==> src/rtl/cpu_pkg.sv <==
// Shared CPU definitions: datapath widths, opcode encodings, NVZ flag bit
// positions, execute-stage FSM states and the operand forwarding helper.
package cpu_pkg;

    localparam int DataWidth    = 16;
    localparam int RegAddrWidth = 4;
    localparam int OpcodeWidth  = 5;

    localparam logic [OpcodeWidth-1:0] OpAdd       = 5'b00000;
    localparam logic [OpcodeWidth-1:0] OpSub       = 5'b00001;
    localparam logic [OpcodeWidth-1:0] OpAnd       = 5'b00010;
    localparam logic [OpcodeWidth-1:0] OpOr        = 5'b00011;
    localparam logic [OpcodeWidth-1:0] OpXor       = 5'b00100;
    localparam logic [OpcodeWidth-1:0] OpSll       = 5'b00101;
    localparam logic [OpcodeWidth-1:0] OpSrl       = 5'b00110;
    localparam logic [OpcodeWidth-1:0] OpMul       = 5'b00111;
    localparam logic [OpcodeWidth-1:0] OpImmL      = 5'b01000;
    localparam logic [OpcodeWidth-1:0] OpImmH      = 5'b01001;
    localparam logic [OpcodeWidth-1:0] OpLoad      = 5'b01010;
    localparam logic [OpcodeWidth-1:0] OpStore     = 5'b01011;
    localparam logic [OpcodeWidth-1:0] OpDbLoad    = 5'b01100;
    localparam logic [OpcodeWidth-1:0] OpDbStore   = 5'b01101;
    localparam logic [OpcodeWidth-1:0] OpBranch    = 5'b01110;
    localparam logic [OpcodeWidth-1:0] OpBranchReg = 5'b01111;

    // Bit positions inside the {N,V,Z} flag register.
    localparam int NvzN = 2;
    localparam int NvzV = 1;
    localparam int NvzZ = 0;

    typedef enum logic {
        IDLE = 1'b0,
        BUSY = 1'b1
    } exState_t;

    // EX/MEM has priority over MEM/WB because it holds the younger value.
    function automatic logic [DataWidth-1:0] forwardOperand(
        input logic                    exMemValid,
        input logic [RegAddrWidth-1:0] exMemAddr,
        input logic [DataWidth-1:0]    exMemData,
        input logic                    wbValid,
        input logic [RegAddrWidth-1:0] wbAddr,
        input logic [DataWidth-1:0]    wbData,
        input logic [RegAddrWidth-1:0] srcAddr,
        input logic [DataWidth-1:0]    rfData
    );
        if (exMemValid && (exMemAddr == srcAddr)) begin
            return exMemData;
        end else if (wbValid && (wbAddr == srcAddr)) begin
            return wbData;
        end
        return rfData;
    endfunction

endpackage

==> src/rtl/seq_multiplier.sv <==
// 16x16 shift-add multiplier, one multiplier bit per cycle, low 16 bits kept.
// The start cycle already folds in bit 0, so count names the bit handled in
// the current cycle and the last bit (count==15) completes 16 cycles after
// start, with the final sum presented combinationally on oProduct.
// Ports:
//   iclk, irst      clock, synchronous active-high reset
//   iStart          load operands (ignored while busy)
//   iMultiplicand   operand A
//   iMultiplier     operand B
//   oBusy           iteration in progress
//   oDone           this cycle performs the final step; oProduct is valid
//   oProduct        accumulator plus this cycle's partial product
module seq_multiplier
    import cpu_pkg::*;
(
    input  logic                 iclk,
    input  logic                 irst,
    input  logic                 iStart,
    input  logic [DataWidth-1:0] iMultiplicand,
    input  logic [DataWidth-1:0] iMultiplier,
    output logic                 oBusy,
    output logic                 oDone,
    output logic [DataWidth-1:0] oProduct
);

    logic [DataWidth-1:0] multiplicand;
    logic [DataWidth-1:0] multiplier;
    logic [DataWidth-1:0] acc;
    logic [3:0]           count;
    logic                 busy;

    assign oBusy    = busy;
    assign oDone    = busy && (count == 4'd15);
    assign oProduct = acc + (multiplier[0] ? multiplicand : '0);

    always_ff @(posedge iclk) begin
        // NOTE: non-blocking assignments so every register samples pre-edge values.
        if (irst) begin
            multiplicand <= '0;
            multiplier   <= '0;
            acc          <= '0;
            count        <= '0;
            busy         <= 1'b0;
        end else if (busy) begin
            acc          <= oProduct;
            multiplicand <= multiplicand << 1;
            multiplier   <= multiplier >> 1;
            count        <= count + 4'd1;
            if (count == 4'd15) begin
                busy <= 1'b0;
            end
        end else if (iStart) begin
            acc          <= iMultiplier[0] ? iMultiplicand : '0;
            multiplicand <= iMultiplicand << 1;
            multiplier   <= iMultiplier >> 1;
            count        <= 4'd1;
            busy         <= 1'b1;
        end
    end

endmodule

==> src/rtl/execute_stage.sv <==
// Execute stage: operand forwarding, ALU, iterative multiply control, NVZ
// flag register and the EX/MEM pipeline register.
// Ports:
//   iclk, irst                 clock, synchronous active-high reset
//   iOpcode, iData1/2, iSr1/2  decoded instruction and register operands
//   iImm, iALUSrc              immediate and operand-B select
//   iWriteReg..iBusWrite       controls passed to EX/MEM
//   iWriteRegAddr              destination register
//   iWbWrite/iWbAddr/iWbData   MEM/WB forwarding source
//   oALUResult, oStoreData     EX/MEM result/address and store data
//   oWriteReg..oBusWrite       registered controls
//   oNVZ                       {N,V,Z} flags for branch evaluation
//   oStall                     upstream must hold PC and its outputs
module execute_stage
    import cpu_pkg::*;
(
    input  logic                    iclk,
    input  logic                    irst,
    input  logic [OpcodeWidth-1:0]  iOpcode,
    input  logic [DataWidth-1:0]    iData1,
    input  logic [DataWidth-1:0]    iData2,
    input  logic [RegAddrWidth-1:0] iSr1,
    input  logic [RegAddrWidth-1:0] iSr2,
    input  logic [DataWidth-1:0]    iImm,
    input  logic                    iALUSrc,
    input  logic                    iWriteReg,
    input  logic                    iMemtoReg,
    input  logic                    iBustoReg,
    input  logic                    iMemRead,
    input  logic                    iMemWrite,
    input  logic                    iBusWrite,
    input  logic [RegAddrWidth-1:0] iWriteRegAddr,
    input  logic                    iWbWrite,
    input  logic [RegAddrWidth-1:0] iWbAddr,
    input  logic [DataWidth-1:0]    iWbData,
    output logic [DataWidth-1:0]    oALUResult,
    output logic [DataWidth-1:0]    oStoreData,
    output logic                    oWriteReg,
    output logic [RegAddrWidth-1:0] oWriteRegAddr,
    output logic                    oMemtoReg,
    output logic                    oBustoReg,
    output logic                    oMemRead,
    output logic                    oMemWrite,
    output logic                    oBusWrite,
    output logic [2:0]              oNVZ,
    output logic                    oStall
);

    exState_t             state;
    exState_t             stateNext;
    logic                 mulStart;
    logic                 mulBusy;
    logic                 mulDone;
    logic [DataWidth-1:0] mulProduct;
    logic                 exMemFwdValid;
    logic [DataWidth-1:0] srcA;
    logic [DataWidth-1:0] srcB;
    logic [DataWidth-1:0] opB;
    logic [DataWidth-1:0] aluResult;
    logic [2:0]           nvzNext;

    // A load/bus read result is not ready in EX/MEM; MEM/WB covers it later.
    assign exMemFwdValid = oWriteReg && !oMemtoReg && !oBustoReg;

    assign srcA = forwardOperand(exMemFwdValid, oWriteRegAddr, oALUResult,
                                 iWbWrite, iWbAddr, iWbData, iSr1, iData1);
    assign srcB = forwardOperand(exMemFwdValid, oWriteRegAddr, oALUResult,
                                 iWbWrite, iWbAddr, iWbData, iSr2, iData2);
    assign opB  = iALUSrc ? iImm : srcB;

    // Operands are captured only on the accept cycle; later forwarding changes
    // cannot disturb a multiply in flight.
    seq_multiplier uMul (
        .iclk          (iclk),
        .irst          (irst),
        .iStart        (mulStart),
        .iMultiplicand (srcA),
        .iMultiplier   (opB),
        .oBusy         (mulBusy),
        .oDone         (mulDone),
        .oProduct      (mulProduct)
    );

    always_ff @(posedge iclk) begin
        if (irst) begin
            state <= IDLE;
        end else begin
            state <= stateNext;
        end
    end

    always_comb begin
        // NOTE: defaults first so every path assigns and no latch is inferred.
        stateNext = state;
        oStall    = 1'b0;
        mulStart  = 1'b0;
        case (state)
            IDLE: begin
                if (iOpcode == OpMul) begin
                    oStall    = 1'b1;
                    mulStart  = 1'b1;
                    stateNext = BUSY;
                end
            end
            BUSY: begin
                oStall = mulBusy && !mulDone;
                if (mulDone) begin
                    stateNext = IDLE;
                end
            end
            default: stateNext = IDLE;
        endcase
    end

    always_comb begin
        aluResult = '0;
        nvzNext   = oNVZ;
        case (iOpcode)
            OpAdd: begin
                aluResult     = srcA + opB;
                nvzNext[NvzV] = (srcA[15] == opB[15]) && (aluResult[15] != srcA[15]);
            end
            OpSub: begin
                aluResult     = srcA - opB;
                nvzNext[NvzV] = (srcA[15] != opB[15]) && (aluResult[15] != srcA[15]);
            end
            OpAnd:   aluResult = srcA & opB;
            OpOr:    aluResult = srcA | opB;
            OpXor:   aluResult = srcA ^ opB;
            OpSll:   aluResult = srcA << opB[3:0];
            OpSrl:   aluResult = srcA >> opB[3:0];
            OpMul:   aluResult = mulProduct;
            OpImmL:  aluResult = {srcA[15:8], iImm[7:0]};
            OpImmH:  aluResult = {iImm[15:8], srcA[7:0]};
            OpLoad, OpStore, OpDbLoad, OpDbStore: aluResult = srcA + iImm;
            default: aluResult = '0;
        endcase
        // N and Z follow the result for arithmetic, logic, shift and MUL;
        // everything but ADD/SUB also clears V.
        case (iOpcode)
            OpAdd, OpSub, OpAnd, OpOr, OpXor, OpSll, OpSrl, OpMul: begin
                nvzNext[NvzN] = aluResult[15];
                nvzNext[NvzZ] = (aluResult == '0);
                if ((iOpcode != OpAdd) && (iOpcode != OpSub)) begin
                    nvzNext[NvzV] = 1'b0;
                end
            end
            default: ;
        endcase
    end

    // While stalled the register carries a bubble: controls cleared, data held.
    always_ff @(posedge iclk) begin
        if (irst) begin
            oALUResult    <= '0;
            oStoreData    <= '0;
            oWriteReg     <= 1'b0;
            oWriteRegAddr <= '0;
            oMemtoReg     <= 1'b0;
            oBustoReg     <= 1'b0;
            oMemRead      <= 1'b0;
            oMemWrite     <= 1'b0;
            oBusWrite     <= 1'b0;
            oNVZ          <= 3'b000;
        end else if (oStall) begin
            oWriteReg     <= 1'b0;
            oWriteRegAddr <= '0;
            oMemtoReg     <= 1'b0;
            oBustoReg     <= 1'b0;
            oMemRead      <= 1'b0;
            oMemWrite     <= 1'b0;
            oBusWrite     <= 1'b0;
        end else begin
            oALUResult    <= aluResult;
            oStoreData    <= srcB;
            oWriteReg     <= iWriteReg;
            oWriteRegAddr <= iWriteRegAddr;
            oMemtoReg     <= iMemtoReg;
            oBustoReg     <= iBustoReg;
            oMemRead      <= iMemRead;
            oMemWrite     <= iMemWrite;
            oBusWrite     <= iBusWrite;
            oNVZ          <= nvzNext;
        end
    end

endmodule

==> config.mk <==
export PLATFORM = sky130hd
export DESIGN_NAME = execute_stage
export DESIGN_NICKNAME = d
export VERILOG_FILES = /design/src/rtl/cpu_pkg.sv /design/src/rtl/seq_multiplier.sv /design/src/rtl/execute_stage.sv
export SDC_FILE = /design/constraint.sdc
export NUM_CORES = 1
export LEC_CHECK = 0
export ABC_AREA = 1
export CORE_MARGIN = 2
export CORE_UTILIZATION = 40
export CTS_BUF_LIST = sky130_fd_sc_hd__clkbuf_8 sky130_fd_sc_hd__clkbuf_16
export CTS_CLUSTER_SIZE = 12
export DETAILED_ROUTE_END_ITERATION = 7
export PLACE_DENSITY = 0.66
export REMOVE_ABC_BUFFERS = 1
export SLEW_MARGIN = 20
export SYNTH_ARGS = -nofsm -noshare
export SYNTH_HDL_FRONTEND = slang
export SYNTH_SLANG_ARGS = --single-unit
==> constraint.sdc <==
create_clock -name iclk -period 7.78 [get_ports iclk]
set_input_delay 1.167 -clock iclk [delete_from_list [all_inputs] [get_ports iclk]]
set_output_delay 1.167 -clock iclk [all_outputs]
set_load 0.01 [all_outputs]
==> results_dict.tcl, run 1 <==
set metrics [dict create \
    status "complete, no violations" \
    async_reset_ff_share_pct 0 \
    drt-wirelength-per-cell_um 21.3 \
    crit_required_ns 8.08 \
    end_kind "flop" \
    final_max_slew_viol_count 0 \
    start_kind "input port" \
    p_leak_nw 5.95 \
    overflow 0 \
    fp-row-count 59 \
    io_buffer_count 140 \
    cts_resized 0 \
    holdBufCountCts 0 \
    numCtsBuffers 9 \
    p_per_area_nw_per_um2 140 \
    finalNetCount 2087 \
    crit_start "iSr1[0]" \
    clkLatencyLatePin_ns 0.37 \
    critPathMaxFanout 34 \
    finalCriticalPeriod_ns 6.62 \
    start_util_pct 41.0 \
    utilization_pct 48.2 \
    tightest_slew_ns 1.08 \
    synthToLayoutAreaGrowth_pct 17.6 \
    p_sw_share_pct 42.1 \
    timing.final.crit_share_pct 85.1 \
    synth_area_leader_cell "dfxtp_1" \
    slew_headroom_pct 28.0 \
    max-vdd-ir-drop_mv 0.0959 \
    die_width_um 168 \
    crit_type "input port to flop" \
    clockBufferDepth 2 \
    avgSynthCellArea_um2 5.93 \
    power.internal_mw 1.02 \
    drc 0 \
    ys_types 53 \
    seq_area_frac_synth_pct 18.1 \
    rsz0062_at_grt "no" \
    grt_pass1_vias 12300 \
    wl_um 47700 \
    drive_gt1_share_pct 5.61 \
    fin_tns_setup_ns 0 \
    via_per_inst 5.79 \
    dieHeight_um 168 \
    layout_common_cells "nand2_1, nand3_1, inv_1" \
    ys_ff_latch 97 \
    fmaxAchievable_mhz 151 \
    root_buffer "clkbuf_16" \
    ant_nets 0 \
    r2r_end "oNVZ[0]$_SDFFE_PP0P_" \
    core_region_area_um2 26200 \
    cts_sinks 97 \
    grt_max_degree 47 \
    htreeDepth 3 \
    synth_warnings 0 \
    p_clk_share_pct 28.5 \
    antenna_found_initial 0 \
    fillers 2798 \
    tritoncts "yes" \
    hold_path.class "flop to flop" \
    synth_top_area_share_pct 18.1 \
    stdcell_area_um2 12600 \
    hold_viol_final 0 \
    timing.rr.start "oWriteRegAddr[3]$_SDFF_PP0_" \
    mostFrequentLayoutCell "nand2_1" \
    mappedNetlistArea_um2 10700 \
    grt_usage_pct 33.3 \
    crit_end "oNVZ[0]$_SDFFE_PP0P_" \
    r2r_setup_slack_ns 2.06 \
    synth-main-ff-cell "dfxtp_1" \
    ff2ff_path_depth 26 \
    syn_inst 1810 \
    grt_pass1_wl_um 72300 \
    place.gp.congestion 1.05 \
    synth-edff-count 0 \
    hpwl_um 37600 \
    ys_top_cells_by_area "dfxtp_1, nand2_1, nand3_1, ha_1, inv_1" \
    num_vias 13000 \
    p_comb_share_pct 41.1 \
    placed_cell_area_um2 12300 \
    die-area_um2 28200 \
    diodes 0 \
    p_switching_mw 0.742 \
    fin_ws_ns 1.16 \
    ioPinCount 141 \
    max_cap_viol_count 0 \
    fin_skew_ns 0.0104 \
    setup_violations 0 \
    power_frac_seq_pct 30.4 \
    post_cts_buffers 0 \
    drt-initial-drc-count 1624 \
    drt_pass1_iterations 6 \
    cp_data_arrival_time_ns 6.92 \
    clkTransAtPathRegs_ns 0.08 \
    preCtsSetupSlack_ns 0.967 \
]
==> cells in the mapped netlist (2+ instances only) <==
cell,number
a211oi_1,5
a21boi_0,2
a21o_1,8
a21oi_1,80
a21oi_2,3
a221oi_1,7
a31oi_1,44
buf_1,5
buf_2,17
buf_4,5
buf_6,4
clkbuf_1,46
clkinv_1,3
dfxtp_1,97
fa_1,4
ha_1,86
inv_1,227
inv_2,5
inv_4,2
nand2_1,446
nand2_2,18
nand2_4,5
nand3_1,236
nand3_2,4
nand3_4,2
nand3b_1,5
nand4_1,22
nor2_1,165
nor2_2,3
nor2_4,2
nor3_1,9
nor4_1,3
o2111ai_1,5
o211ai_1,23
o21ai_0,119
o21ai_1,5
o21ai_2,5
o21bai_1,6
o221ai_1,5
o22ai_1,19
or2_1,2
or2_2,20
xnor2_1,7
xor2_1,15
==> flip-flops by register name, indices dropped and copies added, names as in the netlist <==
register and cells:
uMul.multiplicand 15, oALUResult 16, uMul.acc 16, oWriteReg 1
state 1, uMul.count 4, uMul.oBusy 1, oBusWrite 1
uMul.multiplier 15, oStoreData 16, oWriteRegAddr 4, oMemRead 1
oBustoReg 1, oMemtoReg 1, oMemWrite 1, oNVZ 3
==> worst min path at each step <==
stage | start | end | slack [ns] | depth (start not counted)
final | uMul.multiplier[14]$_SDFFE_PP0P_ | uMul.multiplier[14]$_SDFFE_PP0P_ | 0.47 | 2
after global routing | uMul.multiplier[8]$_SDFFE_PP0P_ | uMul.multiplier[7]$_SDFFE_PP0P_ | 0.51 | 2
after CTS | uMul.multiplier[14]$_SDFFE_PP0P_ | uMul.multiplier[14]$_SDFFE_PP0P_ | 0.48 | 2
after detailed placement | uMul.multiplier[14]$_SDFFE_PP0P_ | uMul.multiplier[14]$_SDFFE_PP0P_ | 0.47 | 2
after global placement | uMul.multiplier[14]$_SDFFE_PP0P_ | uMul.multiplier[14]$_SDFFE_PP0P_ | 0.46 | 2
after floorplan | uMul.acc[0]$_SDFFE_PP0P_ | uMul.acc[0]$_SDFFE_PP0P_ | 0.43 | 2
==> through the flow <==
stage                     hold WS [ns]  std cells  power (mW)
after floorplan                  0.432       1732       0.961
after global placement           0.458       2226        1.25
after detailed placement         0.466       2226        1.25
after CTS                        0.478       2242        1.75
after global routing             0.506       2242        1.85
final                            0.473       2242        1.76
==> final cells by class <==
| cell class | count | area (µm²) | share of cell area [%] |
|---|---|---|---|
| well taps | 335 | 419 | 3.32 |
| multi-input cells | 1398 | 7520 | 59.6 |
| repair buffers | 159 | 1540 | 12.2 |
| clock inverters | 7 | 86.3 | 0.684 |
| flip-flops and latches | 97 | 1940 | 15.4 |
| clock buffers | 9 | 225 | 1.78 |
| inverters | 237 | 895 | 7.08 |
==> power groups by stage <==
| stage | Sequential, mW | Combinational (mW) | Clock (mW) |
|---|---|---|---|
| finish | 0.536 | 0.724 | 0.503 |
| global route | 0.539 | 0.783 | 0.529 |
| CTS | 0.536 | 0.705 | 0.510 |
| detailed placement | 0.547 | 0.701 | 0 |
| global placement | 0.547 | 0.706 | 0 |
| floorplan | 0.551 | 0.410 | 0 |
==> cells by family after synthesis <==
group / count (synthesis) / share of synthesized area (%)
compound gates: 341 / 18.7
xor+xnor: 23 / 1.95
fa+ha+maj: 90 / 10.8
buf+inv: 315 / 11.9
flops: 97 / 18.1
simple gates: 944 / 38.6
==> worst max-delay path: stages <==
cell,delay (ns)
clkdlybuf4s50_1,0.50
inv_1,0.06
nand2_1,0.05
nand2_1,0.08
nor2_4,0.32
nand3_2,0.41
nand2_2,0.62
nand3_1,0.13
nand2_1,0.26
inv_1,0.23
ha_1,0.38
fa_1,0.48
inv_1,0.06
nor2_1,0.05
o21ai_0,0.28
nand2_1,0.20
nand4_1,0.17
nand3_1,0.17
o21ai_0,0.23
nand2_1,0.08
nor2_1,0.21
nand4_1,0.22
nor2_1,0.14
nand2_1,0.10
nor2_1,0.09
nand3_1,0.09
a21oi_2,0.12
==> per-layer routing <==
| metal | vias to the layer above | track usage (%) | wire (µm) | share of wire [%] |
|---|---|---|---|---|
| met4 | 0 | 16.0 | 2640 | 5.5 |
| met3 | 150 | 5.48 | 3900 | 8.2 |
| li1 | 6164 | - | - | - |
| met5 | - | 0 | 0 | 0 |
| met1 | 5983 | 44.7 | 20600 | 43 |
| met2 | 687 | 52.2 | 20600 | 43 |
(Power assumes the default switching activity.)
==> run 2, diff against run 1 <==
--- a/config.mk
+++ b/config.mk
@@ -12,7 +12,6 @@
 export CTS_CLUSTER_SIZE = 12
 export DETAILED_ROUTE_END_ITERATION = 7
 export PLACE_DENSITY = 0.66
-export REMOVE_ABC_BUFFERS = 1
 export SLEW_MARGIN = 20
 export SYNTH_ARGS = -nofsm -noshare
 export SYNTH_HDL_FRONTEND = slang
==> results_dict.tcl, run 2 (synthesis results as in run 1) <==
set metrics [dict create \
    status "complete, no violations" \
    max_stage_delay_ns 0.63 \
    ant_nets 0 \
    layout_common_cells "nand2_1, nand3_1, inv_1" \
    crit_type "input port to flop" \
    fmaxAchievable_mhz 143 \
    slowest_stage "nand2_2" \
    numCtsBuffers 9 \
    num_vias 13100 \
    clkTransAtPathRegs_ns 0.08 \
    drt-wirelength-per-cell_um 21.5 \
    grt_max_degree 67 \
    hold_viol_final 0 \
    max-vdd-ir-drop_mv 0.0830 \
    grt_pass1_vias 12400 \
    mostFrequentLayoutCell "nand2_1" \
    dieHeight_um 168 \
    finalCriticalPeriod_ns 7.00 \
    rsz0062_at_grt "no" \
    start_util_pct 41.0 \
    cts_resized 0 \
    die_width_um 168 \
    fin_tns_setup_ns 0 \
    cpMostUsedCell "nand2_1" \
    drc 0 \
    cts_sinks 97 \
    ioPinCount 141 \
    clockBufferDepth 2 \
    synthToLayoutAreaGrowth_pct 17.5 \
    clkLatencyLatePin_ns 0.37 \
    drt-initial-drc-count 1499 \
    fin_ws_ns 0.776 \
    drive_gt1_share_pct 5.56 \
    root_buffer "clkbuf_16" \
    preCtsSetupSlack_ns 0.634 \
    syn_nets 1995 \
    antenna_found_initial 1 \
    utilization_pct 48.1 \
    holdBufCountCts 0 \
    p_leak_nw 5.95 \
    holdPathStages 2 \
    start_kind "input port" \
    tightest_slew_ns 0.979 \
    fp-row-count 59 \
    place.gp.congestion 1.03 \
    critPathMaxFanout 34 \
    overflow 0 \
    setup_violations 0 \
    hpwl_um 37100 \
    stdcell_area_um2 12600 \
    grt_usage_pct 33.6 \
    p_per_area_nw_per_um2 140 \
    cp_data_arrival_time_ns 7.30 \
    reg_top3 "oALUResult (16), oStoreData (16), uMul.acc (16)" \
    timing.final.crit_share_pct 90.0 \
    die-area_um2 28200 \
    placed_cell_area_um2 12300 \
    ff2ff_path_depth 30 \
    core_region_area_um2 26200 \
    grt_pass1_wl_um 72200 \
    slew_headroom_pct 34.7 \
    hold_path.class "flop to flop" \
    crit_required_ns 8.08 \
    fin_skew_ns 0.0155 \
    wl_um 48200 \
    end_kind "flop" \
    drt_pass1_iterations 6 \
    via_per_inst 5.82 \
    tritoncts "yes" \
    final_max_slew_viol_count 0 \
    post_cts_buffers 0 \
    io_buffer_count 140 \
    max_cap_viol_count 0 \
    finalNetCount 2087 \
    htreeDepth 3 \
]
==> run 2: changes by cell type in the layout (fill, tap and decap cells not counted) <==
cell | previous run | this run
clkinv_2 | 0 | 2
inv_6 | 1 | 2
clkinv_1 | 4 | 3
clkinv_4 | 2 | 0
nor2_2 | 4 | 3
nor2_1 | 164 | 165
inv_1 | 226 | 227
inv_8 | 2 | 1
diode_2 | 0 | 1
==> run 2: cell type report <==
class                           instances  area (µm²)
Antenna cell                            1        2.50
Clock buffer                            9         225
Clock inverter                          7        76.3
Fill cell                            2770       13600
Inverter                              237         895
Multi-Input combinational cell       1398        7520
Sequential cell                        97        1940
Tap cell                              335         419
Timing Repair Buffer                  159        1540
==> run 2: worst max-delay path: cells and delay by family <==
kind                       cells  cell delay, ns
AOI/OAI and AO/OA              3            0.56
buffers and inverters          5            0.95
and+or+nand+nor               21            3.74
adders and majority gates      2            0.86
==> run 2: worst paths after layout <==
check | endpoint | start | slack (ns)
worst min-delay path | uMul.acc[0]$_SDFFE_PP0P_ | uMul.acc[0]$_SDFFE_PP0P_ | 0.47
worst max register to register | oNVZ[0]$_SDFFE_PP0P_ | oWriteRegAddr[0]$_SDFF_PP0_ | 1.68
worst max-delay path | oNVZ[0]$_SDFFE_PP0P_ | iSr1[3] | 0.78
worst min register to register | uMul.acc[0]$_SDFFE_PP0P_ | uMul.acc[0]$_SDFFE_PP0P_ | 0.47
==> run 2: metrics by stage <==
step	total power [mW]	hold WS, ns	std cells
after floorplan	0.980	0.431	1810
after CTS	1.75	0.476	2242
after global routing	1.85	0.491	2243
final	1.77	0.474	2243
after global placement	1.26	0.455	2226
after detailed placement	1.25	0.463	2226
==> run 2: where the power goes <==
| group | leakage (nW) | switching [mW] | internal [mW] |
|---|---|---|---|
| Combinational | 5.01 | 0.484 | 0.247 |
| Sequential | 0.792 | 0.0210 | 0.517 |
| Clock | 0.148 | 0.242 | 0.254 |
| Total | 5.95 | 0.747 | 1.02 |
==> run 2: metal layers <==
layer / track usage, % / share of wire, % / vias up
li1: - / - / 6178
met1: 42.3 / 41 / 6024
met2: 53.9 / 44 / 707
met3: 6.35 / 8.6 / 154
met4: 19.0 / 6.1 / 0
met5: 0 / 0 / -
==> run 3, diff against run 2 <==
--- a/config.mk
+++ b/config.mk
@@ -11,7 +11,9 @@
 export CTS_BUF_LIST = sky130_fd_sc_hd__clkbuf_8 sky130_fd_sc_hd__clkbuf_16
 export CTS_CLUSTER_SIZE = 12
 export DETAILED_ROUTE_END_ITERATION = 7
-export PLACE_DENSITY = 0.66
+export DONT_BUFFER_PORTS = 1
+export PLACE_DENSITY = 0.59
+export RECOVER_POWER = 100
 export SLEW_MARGIN = 20
 export SYNTH_ARGS = -nofsm -noshare
 export SYNTH_HDL_FRONTEND = slang
==> results_dict.tcl, run 3 (synthesis results as in run 1) <==
set metrics [dict create \
    reg_top3 "oALUResult (16), oStoreData (16), uMul.acc (16)" \
    start_util_pct 41.0 \
    rsz0062_at_grt "no" \
    numCtsBuffers 9 \
    end_kind "flop" \
    place.gp.congestion 1.02 \
    dieHeight_um 168 \
    violations "capacitance limit, slew limit" \
    grt_max_degree 67 \
    hold_viol_final 0 \
    synthToLayoutAreaGrowth_pct 3.52 \
    p_per_area_nw_per_um2 151 \
    grt_pass1_wl_um 71500 \
    utilization_pct 42.4 \
    r2r_setup_slack_ns 1.32 \
    timing.final.crit_share_pct 86.8 \
    hold_path.class "flop to flop" \
    critPathMaxFanout 20 \
    tritoncts "yes" \
    finalNetCount 1940 \
    ioPinCount 141 \
    die-area_um2 28200 \
    clockBufferDepth 2 \
    drive_gt1_share_pct 4.66 \
    hpwl_um 37300 \
    status "complete, but fails checks" \
    cts_resized 0 \
    fp-row-count 59 \
    post_cts_buffers 0 \
    cts_sinks 97 \
    crit_end "oNVZ[0]$_SDFFE_PP0P_" \
    fin_skew_ns 0.0156 \
    ff2ff_path_depth 25 \
    die_width_um 168 \
    antenna_found_initial 1 \
    core_region_area_um2 26200 \
    fin_tns_setup_ns 0 \
    layout_common_cells "nand2_1, nand3_1, inv_1" \
    finalCriticalPeriod_ns 6.75 \
    cp_data_arrival_time_ns 7.05 \
    mostFrequentLayoutCell "nand2_1" \
    timing.rr.start "oWriteRegAddr[1]$_SDFF_PP0_" \
    fmaxAchievable_mhz 148 \
    root_buffer "clkbuf_16" \
    io_buffer_count 0 \
    max_cap_viol_count 1 \
    grt_pass1_vias 11400 \
    setup_violations 0 \
    r2r_end "oNVZ[0]$_SDFFE_PP0P_" \
    htreeDepth 3 \
    overflow 0 \
    holdBufCountCts 0 \
    drt-initial-drc-count 1537 \
    multi_input_area_um2 7450 \
    holdPathStages 2 \
    slew_headroom_pct -21.5 \
    syn_nets 1995 \
    grt_usage_pct 33.3 \
    via_per_inst 5.96 \
    fillers 2921 \
    clkTransAtPathRegs_ns 0.08 \
    p_leak_nw 5.37 \
    clkLatencyLatePin_ns 0.36 \
    seq_area_um2 1940 \
    drt-wirelength-per-cell_um 22.7 \
    num_vias 12500 \
    start_kind "input port" \
    tightest_slew_ns 1.82 \
    drc 0 \
    finalNonFillerCells 2095 \
    dpl.cell_count 2079 \
    crit_start "iSr2[1]" \
    crit_type "input port to flop" \
    crit_required_ns 8.08 \
    max-vdd-ir-drop_mv 0.0966 \
    drt_pass1_iterations 5 \
    power_mw 1.68 \
    final_max_slew_viol_count 33 \
    wl_um 47600 \
    ant_nets 0 \
]
[run 3: worst min-delay path by stage]
stage	from	to	slack, ns
2_1_floorplan	uMul.acc[0]$_SDFFE_PP0P_	uMul.acc[0]$_SDFFE_PP0P_	0.43
3_3_place_gp	uMul.multiplier[14]$_SDFFE_PP0P_	uMul.multiplier[14]$_SDFFE_PP0P_	0.45
3_5_place_dp	uMul.multiplier[14]$_SDFFE_PP0P_	uMul.multiplier[14]$_SDFFE_PP0P_	0.45
4_1_cts	uMul.multiplier[14]$_SDFFE_PP0P_	uMul.multiplier[14]$_SDFFE_PP0P_	0.47
5_1_grt	uMul.multiplier[14]$_SDFFE_PP0P_	uMul.multiplier[14]$_SDFFE_PP0P_	0.48
6_report	uMul.multiplier[14]$_SDFFE_PP0P_	uMul.multiplier[14]$_SDFFE_PP0P_	0.47
[run 3: report_power, final]
group	leakage (nW)	switching, mW	internal, mW
sequential	0.792	0.0324	0.517
clock	0.157	0.226	0.293
combinational	4.42	0.436	0.174
total	5.37	0.694	0.984
[run 3: through the flow]
step                      instance area [µm²]  hold WS, ns  worst slack, ns
after floorplan                         10700        0.431             3.05
after CTS                               11200        0.467             1.70
after global routing                    11100        0.480            0.597
final                                   11100        0.467             1.03
after global placement                  10900        0.454             1.43
after detailed placement                10900        0.455             1.36
[run 3: cell type report]
| cell class | instances | share of cell area [%] |
|---|---|---|
| diodes | 1 | 0.0225 |
| clock buffers | 10 | 2.15 |
| clock inverters | 5 | 0.788 |
| inverters | 237 | 8.05 |
| multi-input cells | 1398 | 67.0 |
| flip-flops and latches | 97 | 17.5 |
| well taps | 335 | 3.77 |
| repair buffers | 12 | 0.743 |
[run 3: routing by layer]
metal  global-route usage, %  up-vias  routed length, µm
met5                       0        -                  0
met4                    11.4        0               1690
met3                    4.65       91               3840
met2                    54.0      666              21200
met1                    45.4     5844              20900
li1                        -     5887                  -
[run 3: worst max-delay path: stages]
cell	delay [ns]
inv_1	0.03
nand2_1	0.07
nand2_2	0.04
nor2_1	0.27
nand3_1	0.61
nand2_1	0.77
nand3_1	0.24
nand3_1	0.15
nand2_1	0.43
ha_1	0.63
inv_1	0.18
o31ai_1	0.69
nand2_1	0.10
nand2_1	0.16
a21oi_1	0.07
o21ai_0	0.10
nand4_1	0.11
nor2_1	0.25
nand2_1	0.13
nand3b_1	0.26
nor2_1	0.17
nand2_1	0.06
nor2_1	0.14
nand3_1	0.09
a21oi_1	0.13
